===== config.mk =====
export PLATFORM = sky130hd
export DESIGN_NAME = intr_sequencer_flat
export DESIGN_NICKNAME = d
export VERILOG_FILES = /design/src/rtl/intr_sequencer_pkg.sv /design/src/rtl/intr_sequencer_if.sv /design/src/rtl/intr_sequencer_edge_latch.sv /design/src/rtl/intr_sequencer.sv /design/src/flat_wrapper.sv
export SDC_FILE = /design/constraint.sdc
export NUM_CORES = 1
export LEC_CHECK = 0
export ABC_AREA = 1
export CAP_MARGIN = 30
export CORE_UTILIZATION = 45
export DETAILED_ROUTE_END_ITERATION = 6
export PLACE_DENSITY = 0.74
export SYNTH_ARGS = -nofsm -noshare
export SYNTH_HDL_FRONTEND = slang
export SYNTH_HIERARCHICAL = 1
export SYNTH_SLANG_ARGS = --single-unit

===== constraint.sdc =====
create_clock -name CLK -period 1.61 [get_ports CLK]
set_clock_uncertainty 0.05 [all_clocks]
set_input_delay 0.322 -clock CLK [delete_from_list [all_inputs] [get_ports CLK]]
set_output_delay 0.322 -clock CLK [all_outputs]
set_load 0.02 [all_outputs]

===== src/rtl/intr_sequencer_pkg.sv =====
// otter_intr_pkg: shared state encoding and default counter width for the interrupt sequencer.
package otter_intr_pkg;
  localparam int INTR_CNT_W = 16;
  typedef enum logic [1:0] {IDLE, ARMED, TAKE, HANDLER} intr_state_t;
endpackage


===== src/rtl/intr_sequencer_if.sv =====
// intr_sequencer_if: core-side request/response signals of the interrupt sequencer.
interface intr_sequencer_if #(parameter int CNT_W = otter_intr_pkg::INTR_CNT_W);
  logic             EXT_INTR;
  logic             MIE;
  logic             EX_VALID;
  logic             STALL;
  logic             MRET_REQ;
  logic             INTR;
  logic             MRET_EXEC;
  logic             MEPC_WE;
  logic             IN_HANDLER;
  logic             PENDING;
  logic [CNT_W-1:0] INTR_COUNT;
  modport master (output EXT_INTR, MIE, EX_VALID, STALL, MRET_REQ,
                  input  INTR, MRET_EXEC, MEPC_WE, IN_HANDLER, PENDING, INTR_COUNT);
  modport slave  (input  EXT_INTR, MIE, EX_VALID, STALL, MRET_REQ,
                  output INTR, MRET_EXEC, MEPC_WE, IN_HANDLER, PENDING, INTR_COUNT);
endinterface


===== src/rtl/intr_sequencer_edge_latch.sv =====
// intr_edge_latch: rising-edge detector and pending latch for EXT_INTR.
// INTR_SYNC_EN adds a 2-flop synchronizer ahead of the edge detector.
module intr_edge_latch (
  input  logic CLK,
  input  logic RST_N,
  input  logic EXT_INTR,
  input  logic clr,
  output logic pend
);
  logic s, prev_q, pend_q;
`ifdef INTR_SYNC_EN
  logic [1:0] sync_q;
  always_ff @(posedge CLK or negedge RST_N)
    if (!RST_N) sync_q <= '0;
    else sync_q <= {sync_q[0], EXT_INTR};
  assign s = sync_q[1];
`else
  assign s = EXT_INTR;
`endif
  // a fresh edge beats the clear so an edge arriving on entry to TAKE is not lost
  always_ff @(posedge CLK or negedge RST_N)
    if (!RST_N) begin
      prev_q <= 1'b0;
      pend_q <= 1'b0;
    end else begin
      prev_q <= s;
      pend_q <= (s & ~prev_q) | (pend_q & ~clr);
    end
  assign pend = pend_q;
endmodule


===== src/rtl/intr_sequencer.sv =====
// intr_sequencer: interrupt entry/mret sequencing FSM, output decode and saturating taken-counter.
// Optional INTR_SYNC_EN synchronizes EXT_INTR inside intr_edge_latch.
module intr_sequencer
  import otter_intr_pkg::*;
#(
  parameter int CNT_W = INTR_CNT_W
) (
  input logic CLK,
  input logic RST_N,
  intr_sequencer_if.slave bus
);
  intr_state_t      state_q, state_d;
  logic             pend, take_go;
  logic [CNT_W-1:0] cnt_q;
  assign take_go = (state_q == ARMED) & bus.MIE & bus.EX_VALID & ~bus.STALL;
  intr_edge_latch u_latch (
    .CLK      (CLK),
    .RST_N    (RST_N),
    .EXT_INTR (bus.EXT_INTR),
    .clr      (take_go),
    .pend     (pend)
  );
  always_ff @(posedge CLK or negedge RST_N)
    if (!RST_N) state_q <= IDLE;
    else state_q <= state_d;
  // TAKE ignores MIE: once INTR is driven the redirect is committed
  always_comb begin
    state_d = state_q;
    case (state_q)
      IDLE:    state_d = (pend & bus.MIE) ? ARMED : IDLE;
      ARMED:   state_d = ~bus.MIE ? IDLE : take_go ? TAKE : ARMED;
      TAKE:    state_d = bus.STALL ? TAKE : HANDLER;
      HANDLER: state_d = (bus.MRET_REQ & ~bus.STALL) ? IDLE : HANDLER;
      default: state_d = IDLE;
    endcase
  end
  always_comb begin
    bus.INTR       = state_q == TAKE;
    bus.MEPC_WE    = (state_q == TAKE) & ~bus.STALL;
    bus.MRET_EXEC  = RST_N & bus.MRET_REQ & ~bus.STALL & (state_q != TAKE);
    bus.IN_HANDLER = state_q == HANDLER;
    bus.PENDING    = pend;
    bus.INTR_COUNT = cnt_q;
  end
  always_ff @(posedge CLK or negedge RST_N)
    if (!RST_N) cnt_q <= '0;
    else if (state_q == TAKE && !bus.STALL && !(&cnt_q)) cnt_q <= cnt_q + 1'b1;
endmodule


===== src/flat_wrapper.sv =====
// flat-port wrapper written by rule: the top's interface ports become plain ports
module intr_sequencer_flat import otter_intr_pkg::*;
#(
  parameter int CNT_W = INTR_CNT_W
)
  (CLK, RST_N, bus_EXT_INTR, bus_MIE, bus_EX_VALID, bus_STALL, bus_MRET_REQ, bus_INTR, bus_MRET_EXEC, bus_MEPC_WE, bus_IN_HANDLER, bus_PENDING, bus_INTR_COUNT);
  intr_sequencer_if #(.CNT_W(CNT_W)) bus_i ();
  input logic CLK;
  input logic RST_N;
  input wire logic [$bits(bus_i.EXT_INTR)-1:0] bus_EXT_INTR;
  input wire logic [$bits(bus_i.MIE)-1:0] bus_MIE;
  input wire logic [$bits(bus_i.EX_VALID)-1:0] bus_EX_VALID;
  input wire logic [$bits(bus_i.STALL)-1:0] bus_STALL;
  input wire logic [$bits(bus_i.MRET_REQ)-1:0] bus_MRET_REQ;
  output wire logic [$bits(bus_i.INTR)-1:0] bus_INTR;
  output wire logic [$bits(bus_i.MRET_EXEC)-1:0] bus_MRET_EXEC;
  output wire logic [$bits(bus_i.MEPC_WE)-1:0] bus_MEPC_WE;
  output wire logic [$bits(bus_i.IN_HANDLER)-1:0] bus_IN_HANDLER;
  output wire logic [$bits(bus_i.PENDING)-1:0] bus_PENDING;
  output wire logic [$bits(bus_i.INTR_COUNT)-1:0] bus_INTR_COUNT;
  assign bus_i.EXT_INTR = bus_EXT_INTR;
  assign bus_i.MIE = bus_MIE;
  assign bus_i.EX_VALID = bus_EX_VALID;
  assign bus_i.STALL = bus_STALL;
  assign bus_i.MRET_REQ = bus_MRET_REQ;
  assign bus_INTR = bus_i.INTR;
  assign bus_MRET_EXEC = bus_i.MRET_EXEC;
  assign bus_MEPC_WE = bus_i.MEPC_WE;
  assign bus_IN_HANDLER = bus_i.IN_HANDLER;
  assign bus_PENDING = bus_i.PENDING;
  assign bus_INTR_COUNT = bus_i.INTR_COUNT;
  intr_sequencer #(.CNT_W(CNT_W)) u_core (.CLK(CLK), .RST_N(RST_N), .bus(bus_i));
endmodule

==> run_results.csv <==
group,metric,value,unit
finish,drive_gt1_share,23.2,%
finish,instances_no_fill,241,
drt,first_iter_violations,26,
timing,finalCritPeriodShare,97.1,%
logic_synthesis,synth_cell_types,19,
floorplan,start_util,49.4,%
clock_network,clock_latency,0.30,ns
critical_path,r2r_start,"u_core/bus.INTR_COUNT[0]$_DFFE_PN0P_",
clock_network,clock_sinks,20,
global_route,antenna_found_initial,0,
flow_run,cap_violations,0,
floorplan,coreArea,2590,sq um
logic_synthesis,yosys-top-cells-count,"53 x nand2_1, 21 x inv_1, 20 x dfrtp_1, 17 x nor2_1, 16 x nand3_1",
finish,fillers,238,
power,leakage,0.835,nW
timing,final-setup-viol-count,0,
finish,finalNetCount,220,
floorplan,die_y,55.3,um
drt,drc_errors,0,
floorplan,die_area,3060,sq um
logic_synthesis,async_flop_share,100,%
clock_network,cts-hold-fix-buffers,0,
critical_path,reg2reg_slack,0.12,ns
global_route,grt_start_max_net_pins,23,
timing,min_period,1.56,ns
global_route,grt_pass1_wl,5.22,mm
critical_path,end_kind,"output port",
critical_path,crit_fanout,6,
floorplan,core.rowCount,18,
finish,stdcell_area,1690,sq um
floorplan,die_x,55.3,um
global_route,grt_pass1_vias,1178,
logic_synthesis,synthesis.area,1280,sq um
drt,vias,1206,
clock_network,htreeDepth,1,
logic_synthesis,synth.most_common_cell,"nand2_1",
timing,hold_viol_final,0,
finish,n_antenna_cell,0,
drt,ant_nets,0,
logic_synthesis,syn_inst,169,
critical_path,worst-setup-path-type,"register to output port",
power,ir_drop,0.847,mV
global_route,track_usage,21.5,%
placed_design,place_inst,237,
timing,fmax,640,MHz
logic_synthesis,synth_edf_count,0,
placed_design,io_buffers,27,
power,combPwrFrac,49.4,%
critical_path,cp_data_arrival_time,1.19,ns
power,switching_share,43.9,%
placed_design,dp_hpwl,2.30,mm
placed_design,place.gp.congestion,0.877,
global_route,overflow,0,
drt,drt-vias-per-instance,5.00,
clock_network,cts_made_buffers,3,
critical_path,reg2reg_depth,8,
finish,final_core_util,65.1,%
logic_synthesis,yosys.area.top_type_share,39.1,%
clock_network,clk_pin_slew,0.12,ns
power,share_seq_of_total_power,36.5,%
timing,worst_slew_pin_slew,0.271,ns
logic_synthesis,ys.flop_type,"dfrtp_1",
critical_path,crit_path_end,"bus_INTR_COUNT[0]",
logic_synthesis,ys_seq_area_share,39.1,%
status,outcome,"finished clean",
finish,area_growth,31.8,%
critical_path,r2r_end,"u_core/bus.INTR_COUNT[7]$_DFFE_PN0P_",
critical_path,required,1.24,ns
clock_network,cts_buffer_depth,2,
drt,avgRoutedWirePerCell,12.5,um
drt,wirelength,3.01,mm
hold_path,hp-class,"primary input to asynchronous set/reset pin",
timing,slew-limit-headroom,81.8,%
logic_synthesis,synth_area_leaders,"dfrtp_1 39%, nand2_1 16%, nand3_1 6.3%",
clock_network,cts_tree,"done",
timing,rsz0062_at_grt,"false",
critical_path,start_kind,"register",
critical_path,crit_start,"u_core/bus.INTR_COUNT[0]$_DFFE_PN0P_",
floorplan,io_pins,28,
clock_network,cts_root_buf,"clkbuf_4",
placed_design,placed_cell_area,1660,sq um
logic_synthesis,yosys_warnings,6,
logic_synthesis,ys_seq_elements,20,
power,switching_power,929,uW
logic_synthesis,synth_area_per_cell,7.57,sq um
power,clkPwrFrac,14.1,%
logic_synthesis,synth_top_area_cell,"dfrtp_1",
drt,drt_first_pass_iters,4,
logic_synthesis,synth_nets,177,
power,power-per-cell-area,1260,nW/um^2
timing,drv_slew,0,
power,internal-power,1.19,mW
-- worst min-delay path by stage --
stage	endpoint	slack, ns
after global routing	u_core/u_latch/pend$_DFF_PN0_	0.41
after global placement	u_core/u_latch/pend$_DFF_PN0_	0.42
after CTS	u_core/u_latch/pend$_DFF_PN0_	0.38
final	u_core/bus.INTR_COUNT[8]$_DFFE_PN0P_	0.39
after detailed placement	u_core/u_latch/pend$_DFF_PN0_	0.43
after floorplan	u_core/bus.INTR_COUNT[0]$_DFFE_PN0P_	-0.02
-- cells in the final DEF (no fill, tap or decap), types with 3 or more instances in the layout --
master / instances
dlygate4sd2_1: 17
nand3_1: 16
dfrtp_1: 17
inv_1: 21
nand2_1: 52
nand4_1: 6
nor2_1: 15
clkdlybuf4s50_1: 6
o21ai_2: 7
xor2_1: 8
nand2_2: 8
dfrtp_2: 3
nor2_4: 3
clkbuf_4: 3
buf_2: 3
buf_4: 13
-- power by group through the flow --
stage | combinational [mW] | sequential, mW | clock, mW
2_1_floorplan | 0.532 | 0.903 | 0
3_3_place_gp | 1.08 | 0.777 | 0
3_5_place_dp | 1.12 | 0.784 | 0
4_1_cts | 1.04 | 0.774 | 0.313
5_1_grt | 1.15 | 0.799 | 0.334
6_report | 1.05 | 0.773 | 0.297
-- registers in the layout, summed over array words and instances (netlist names) --
name	cells
u_core/bus.INTR_COUNT	16
u_core/u_latch/prev_q	1
u_core/state_q	2
u_core/u_latch/pend	1
-- metrics by stage --
step	setup slack, ns	setup TNS, ns	hold slack (ns)	power (mW)
after floorplan	0.0145	0	-0.0236	1.43
after global routing	0.00222	0	0.415	2.28
after CTS	0.0123	0	0.385	2.13
final	0.0470	0	0.394	2.12
after detailed placement	-0.379	-3.95	0.432	1.91
after global placement	-0.372	-3.27	0.422	1.86
-- logic make-up after synthesis --
family | Yosys count | share of synthesized area [%]
buf+inv | 23 | 7.93
xor+xnor | 8 | 5.48
compound gates | 10 | 7.14
fa+ha+maj | 1 | 0.978
flops | 20 | 39.1
simple gates | 107 | 39.3
-- timing repair --
action                                  4_1_cts  5_1_grt
gates resized for setup                      32        9
cloned                                        0        0
endpoints found under the setup margin       21       18
buffers inserted                              0        0
-- per-layer routing --
metal / up-vias / global-route usage, % / wire length (um)
met3: 6 / 2.58 / 112
met1: 549 / 27.5 / 1290
li1: 621 / - / -
met4: 0 / 9.29 / 71
met5: - / 0 / 0
met2: 30 / 36.3 / 1540
-- worst max-delay path, stage by stage (launching register included) --
cell,delay [ns]
dfrtp_2,0.42
buf_4,0.15
dlygate4sd2_1,0.31
-- final cells by class --
class,instances,area [sq um],area share (%)
sequential,20,504,29.9
tap,30,37.5,2.23
timing repair buffer,40,333,19.7
multi-input combinational,126,696,41.3
inverter,21,78.8,4.68
clock buffer,4,36.3,2.15
Note: power is estimated with default switching activity, not from simulation.
==> patch 1, RTL diff (config.mk and constraints unchanged) <==
Encoding of `intr_state_t`: now one-hot (4 bits for 4 states).
--- a/src/rtl/intr_sequencer_pkg.sv
+++ b/src/rtl/intr_sequencer_pkg.sv
@@ -1,6 +1,6 @@
 // otter_intr_pkg: shared state encoding and default counter width for the interrupt sequencer.
 package otter_intr_pkg;
   localparam int INTR_CNT_W = 16;
-  typedef enum logic [1:0] {IDLE, ARMED, TAKE, HANDLER} intr_state_t;
+  typedef enum logic [3:0] {IDLE = 4'b0001, ARMED = 4'b0010, TAKE = 4'b0100, HANDLER = 4'b1000} intr_state_t;
 endpackage
 
Formal check against the unedited RTL: no difference found for any inputs over 10 cycles, from zero or initial values and one cycle with RST_N low; not proved beyond that.
==> patch 1 against the original RTL <==
The run now ends with setup timing left. Synthesized area increased by 2.5%. Count of clock-buffer cells in the layout unchanged. Cell count increased by 10%. Setup slack got worse by 0.11 ns. Design area increased by 6.7%. Hold slack got worse by 0.049 ns. Sequential cell count increased by 2. Wire length increased by 7.4%. Register-to-register slack got worse by 0.03 ns. Die area increased by 2.5%. Critical path depth increased by 3. Critical endpoint is now bus_MRET_EXEC. Largest cell class unchanged.
Power is not compared: it rests on default switching activity, and its combinational part moved more than twofold at a synthesized area within 25%.
==> patch 1: results (changes against the original RTL) <==
run_status:
  status: "complete, but fails checks"
  violations: "setup timing"
logic_synthesis:
  syn-num-nets: 195  # +10%
  synthTopCellsByCount: "nand2_1, inv_1, dfrtp_1, nor2_1, nand3_1"
  yosys_warnings: 6  # unchanged
  async_flop_share: 1.00  # unchanged
  synth_area_leaders: "dfrtp_1, nand2_1, inv_1"
  synth_seq_area_share: 0.421  # +0.0294
  syn_avg_cell_area_sq_um: 7.01  # -7.3%
route:
  wl_per_cell_microns: 12.2  # -2.7%
  drtIter0Drc: 77  # +200%
  num_vias: 1334  # +11%
  firstDrtPassIters: 4  # unchanged
placement:
  hpwl_microns: 2300  # about the same
  gp_congestion: 0.839  # -4.3%
  placed_cells: 255  # +7.6%
finish:
  largest_register_ffs: 16  # unchanged
  nets: 244  # +11%
  final_cells: 266  # +10%
  drive_gt1_frac: 0.191  # -0.0407
sta:
  setup_slack_ns: -0.0651  # -0.112 ns
  setup_viol: 2  # +2
  worst_pin_slew_ns: 0.267  # -0.00441 ns
power_and_ir_drop:
  irDropWorstVdd_mv: 0.866
setup_path:
  reg2reg_from: "u_core/state_q[1]$_DFF_PN0_"
  rr_endpoint: "u_core/bus.INTR_COUNT[5]$_DFFE_PN0P_"
  cpMaxStageDelayCell: "dfstp_2"
  slowest_delay_ns: 0.58  # +0.16 ns
  reg2reg_setup_slack_ns: 0.09  # -0.03 ns
  path_max_fanout: 3  # -3
  arrival_ns: 1.30  # +0.11 ns
clock_tree:
  ctsRootBufferMaster: "clkbuf_4"
  clock_latency_ns: 0.30  # about the same
  cts_max_level: 1  # unchanged
global_routing:
  grt_pass1_wl_microns: 5460  # +4.8%
  grt_usage: 0.219  # +0.00449
patch 1: report_power, final:
group,total (mW),switching (mW),internal (mW)
logic,0.275,0.147,0.128
registers,0.649,0.0442,0.605
clock network,0.296,0.158,0.138
total,1.22,0.349,0.871
patch 1: through the flow:
step | setup slack (ns) | cell area (sq um) | setup TNS [ns] | hold slack (ns) | util
after CTS | -0.102 | 1700 | -0.102 | 0.355 | 0.618
after global routing | -0.137 | 1800 | -0.416 | 0.384 | 0.652
after detailed placement | -0.481 | 1690 | -2.03 | 0.419 | 0.613
after global placement | -0.408 | 1690 | -1.18 | 0.416 | 0.613
after floorplan | 0.00238 | 1310 | 0 | -0.0236 | -
final | -0.0651 | 1800 | -0.0864 | 0.345 | 0.652
patch 1: how the worst max path moves through the flow:
stage | startpoint | endpoint | slack (ns) | depth (start not counted)
floorplan | u_core/bus.INTR_COUNT[1]$_DFFE_PN0P_ | u_core/bus.INTR_COUNT[9]$_DFFE_PN0P_ | 0.002 | 9
global placement | bus_STALL | bus_MRET_EXEC | -0.41 | 7
detailed placement | bus_STALL | bus_MRET_EXEC | -0.48 | 7
CTS | u_core/state_q[0]$_DFF_PN1_ | bus_MRET_EXEC | -0.10 | 5
global route | u_core/state_q[0]$_DFF_PN1_ | bus_MRET_EXEC | -0.14 | 5
finish | u_core/state_q[0]$_DFF_PN1_ | bus_MRET_EXEC | -0.07 | 5
patch 1: metal layers:
| layer | share of wire | vias up | track usage | wire, microns |
|---|---|---|---|---|
| li1 | - | 675 | - | - |
| met1 | 0.42 | 621 | 0.265 | 1370 |
| met2 | 0.52 | 36 | 0.391 | 1690 |
| met3 | 0.047 | 2 | 0.0256 | 151 |
| met4 | 0.0062 | 0 | 0.0941 | 20 |
| met5 | 0 | - | 0 | 0 |
patch 1: critical path, delay by kind of cell, from the launching register on:
family,cells,cell delay [ns]
buf+inv,2,0.17
simple gates,3,0.26
flops,1,0.58
patch 1: logic make-up (layout without fill, tap and decap cells):
| kind of cell | after synthesis | after routing | share of synthesized area |
|---|---|---|---|
| XOR/XNOR | 7 | 7 | 0.0468 |
| flip-flops | 22 | 22 | 0.421 |
| AND/OR/NAND/NOR | 118 | 118 | 0.379 |
| AO/OA/AOI/OAI | 11 | 11 | 0.0525 |
| buffers and inverters | 28 | 76 | 0.0916 |
| adder cells (fa/ha/maj) | 1 | 1 | 0.00954 |
patch 1: what timing repair did:
action	in CTS	in global routing
hold endpoints to repair	0	0
setup endpoints to repair	21	18
setup buffers	0	7
pin swaps	0	4
resized for setup	39	15
patch 1: layout make-up:
cell class | count | area (sq um)
fillers | 266 | 960
multi-input cells | 137 | 669
flip-flops and latches | 22 | 558
repair buffers | 46 | 393
inverters | 26 | 103
well taps | 31 | 38.8
clock buffers | 4 | 36.3
==> patch 2, RTL diff (same settings) <==
Made on the original files. Add a define of `INTR_SYNC_EN`.
--- a/src/rtl/intr_sequencer_edge_latch.sv
+++ b/src/rtl/intr_sequencer_edge_latch.sv
@@ -1,5 +1,7 @@
 // intr_edge_latch: rising-edge detector and pending latch for EXT_INTR.
 // INTR_SYNC_EN adds a 2-flop synchronizer ahead of the edge detector.
+`define INTR_SYNC_EN
+
 module intr_edge_latch (
   input  logic CLK,
   input  logic RST_N,
Function: changed (Yosys sat finds a counterexample within 4 cycles, from zero or initial values and one cycle with RST_N low).
==> patch 2 against the original RTL <==
Setup slack got worse by 0.0080 ns. Critical path depth increased by 3. Critical path type unchanged. Total power increased by 8.6%. Via count increased by 4.1%. Sequential cell count increased by 2. Clock power increased by 43%. Register-to-register slack got worse by 0.02 ns. Utilization decreased by 1.8 points. Design area increased by 4.4%. Synthesized area increased by 3.9%. Sequential share of layout area increased by 1.5 points. Wire length increased by 5.1%. Fmax decreased by 0.51%.
==> patch 2: results (changes against the original RTL) <==
placement:
  port-buffer-count: 27  # unchanged
  hpwl_microns: 2350  # +2.0%
  gp_congestion: 0.822  # -6.2%
  dp_slack_ns: -0.396  # -0.0168 ns
logic_synthesis:
  synth_seq_area_share: 0.414  # +0.0229
  ys_types: 19  # unchanged
  syn-num-nets: 179  # +1.1%
  async_flop_share: 1.00  # unchanged
  synth-main-ff-cell: "dfrtp_1"
  yosys_warnings: 6  # unchanged
  synth_area_leaders: "dfrtp_1, nand2_1, nand3_1"
  synthTopCellsByCount: "nand2_1, dfrtp_1, inv_1, nor2_1, nand3_1"
clock_tree:
  ctsRootBufferMaster: "clkbuf_4"
  clockBufferDepth: 2  # unchanged
  cts_max_level: 1  # unchanged
  clock_latency_ns: 0.31
  clk_pin_slew_ns: 0.13
  cts_inserted_buffers: 3  # unchanged
finish:
  nets: 221  # +0.45%
  nFillCells: 248  # +4.2%
  drive_gt1_frac: 0.226  # -0.00581
  n_antenna_cell: 0  # unchanged
  largest_register_ffs: 16  # unchanged
route:
  drtIter0Drc: 17  # -35%
  firstDrtPassIters: 4  # unchanged
  num_vias: 1256  # +4.1%
  routed_wl_microns: 3160  # +5.1%
setup_path:
  cpMaxStageDelayCell: "dfrtp_1"
  path_max_fanout: 2  # -4
  arrival_ns: 1.20
  slowest_delay_ns: 0.40  # -0.02 ns
run_status:
  status: "complete, no violations"
global_routing:
  grt_pass1_wl_microns: 5300  # +1.6%
  antenna_found_initial: 0  # unchanged
  grt_max_degree: 23  # unchanged
  grt_pass1_vias: 1213  # +3.0%
  grt_usage: 0.211  # -0.00326
power_and_ir_drop:
  irDropWorstVdd_mv: 1.01  # +19%
  leakagePower_nw: 0.862  # +3.2%
  intPower_mw: 1.37  # +15%
worst_hold_path:
  hold_path_class: "flop to flop"
sta:
  slew_headroom: 0.803  # -0.0153
-- patch 2: cell type report --
| cell class | instances | area [sq um] | area share |
|---|---|---|---|
| sequential | 22 | 553 | 0.314 |
| clock buffer | 3 | 22.5 | 0.0128 |
| clock inverter | 1 | 30.0 | 0.0171 |
| multi-input combinational | 126 | 711 | 0.404 |
| tap | 31 | 38.8 | 0.0220 |
| inverter | 21 | 78.8 | 0.0448 |
| timing repair buffer | 39 | 325 | 0.185 |
-- patch 2: what timing repair did --
item                       in CTS  in global routing
buffers inserted                0                  1
resized for setup              33                 13
pin swaps                       0                  2
setup endpoints to repair      36                  9
-- patch 2: routing by layer --
layer,GRT usage,wire [microns]
met1,0.273,1410
met2,0.352,1530
met3,0.0507,137
met4,0.0627,81
met5,0,0
-- patch 2: worst max-delay path: cells and delay by family (launching register included) --
| family | cells | cell delay [ns] |
|---|---|---|
| buffers and inverters | 4 | 0.44 |
| DFF | 1 | 0.40 |
| and+or+nand+nor | 1 | 0.05 |
-- patch 2: worst paths after layout --
kind / from / endpoint / slack [ns] / cells after the start
max: u_core/state_q[0]$_DFF_PN0_ / bus_IN_HANDLER / 0.04 / 5
min: u_core/u_latch/sync_q[0]$_DFF_PN0_ / u_core/u_latch/sync_q[1]$_DFF_PN0_ / 0.32 / 0
max reg2reg: u_core/bus.INTR_COUNT[0]$_DFFE_PN0P_ / u_core/bus.INTR_COUNT[11]$_DFFE_PN0P_ / 0.10 / 8
min reg2reg: u_core/u_latch/sync_q[0]$_DFF_PN0_ / u_core/u_latch/sync_q[1]$_DFF_PN0_ / 0.32 / 0
max in group asynchronous: RST_N / u_core/bus.INTR_COUNT[1]$_DFFE_PN0P_ / 0.85 / 2
min in group asynchronous: RST_N / u_core/bus.INTR_COUNT[9]$_DFFE_PN0P_ / 0.42 / 2
-- patch 2: power groups by stage --
stage	clock [mW]	sequential, mW	combinational (mW)
2_1_floorplan	0	0.937	0.505
3_3_place_gp	0	0.809	1.05
3_5_place_dp	0	0.813	1.08
4_1_cts	0.432	0.799	1.02
5_1_grt	0.454	0.831	1.17
6_report	0.424	0.814	1.06
-- patch 2: per-stage QoR --
stage | instance area (sq um) | instances | setup TNS (ns)
floorplan | 1330 | 171 | 0
global placement | 1700 | 238 | -2.47
detailed placement | 1700 | 238 | -3.08
CTS | 1740 | 242 | 0
global route | 1760 | 243 | -0.0315
finish | 1760 | 243 | 0
-- patch 2: cells by family (layout without fill, tap and decap cells) --
family,after synthesis,after routing,share of synthesized area
and+or+nand+nor,107,107,0.379
buffers and inverters,23,64,0.0763
DFF,22,22,0.414
AOI/OAI and AO/OA,10,10,0.0687
xor gates and xnor gates,8,8,0.0527
adders and majority gates,1,1,0.00941
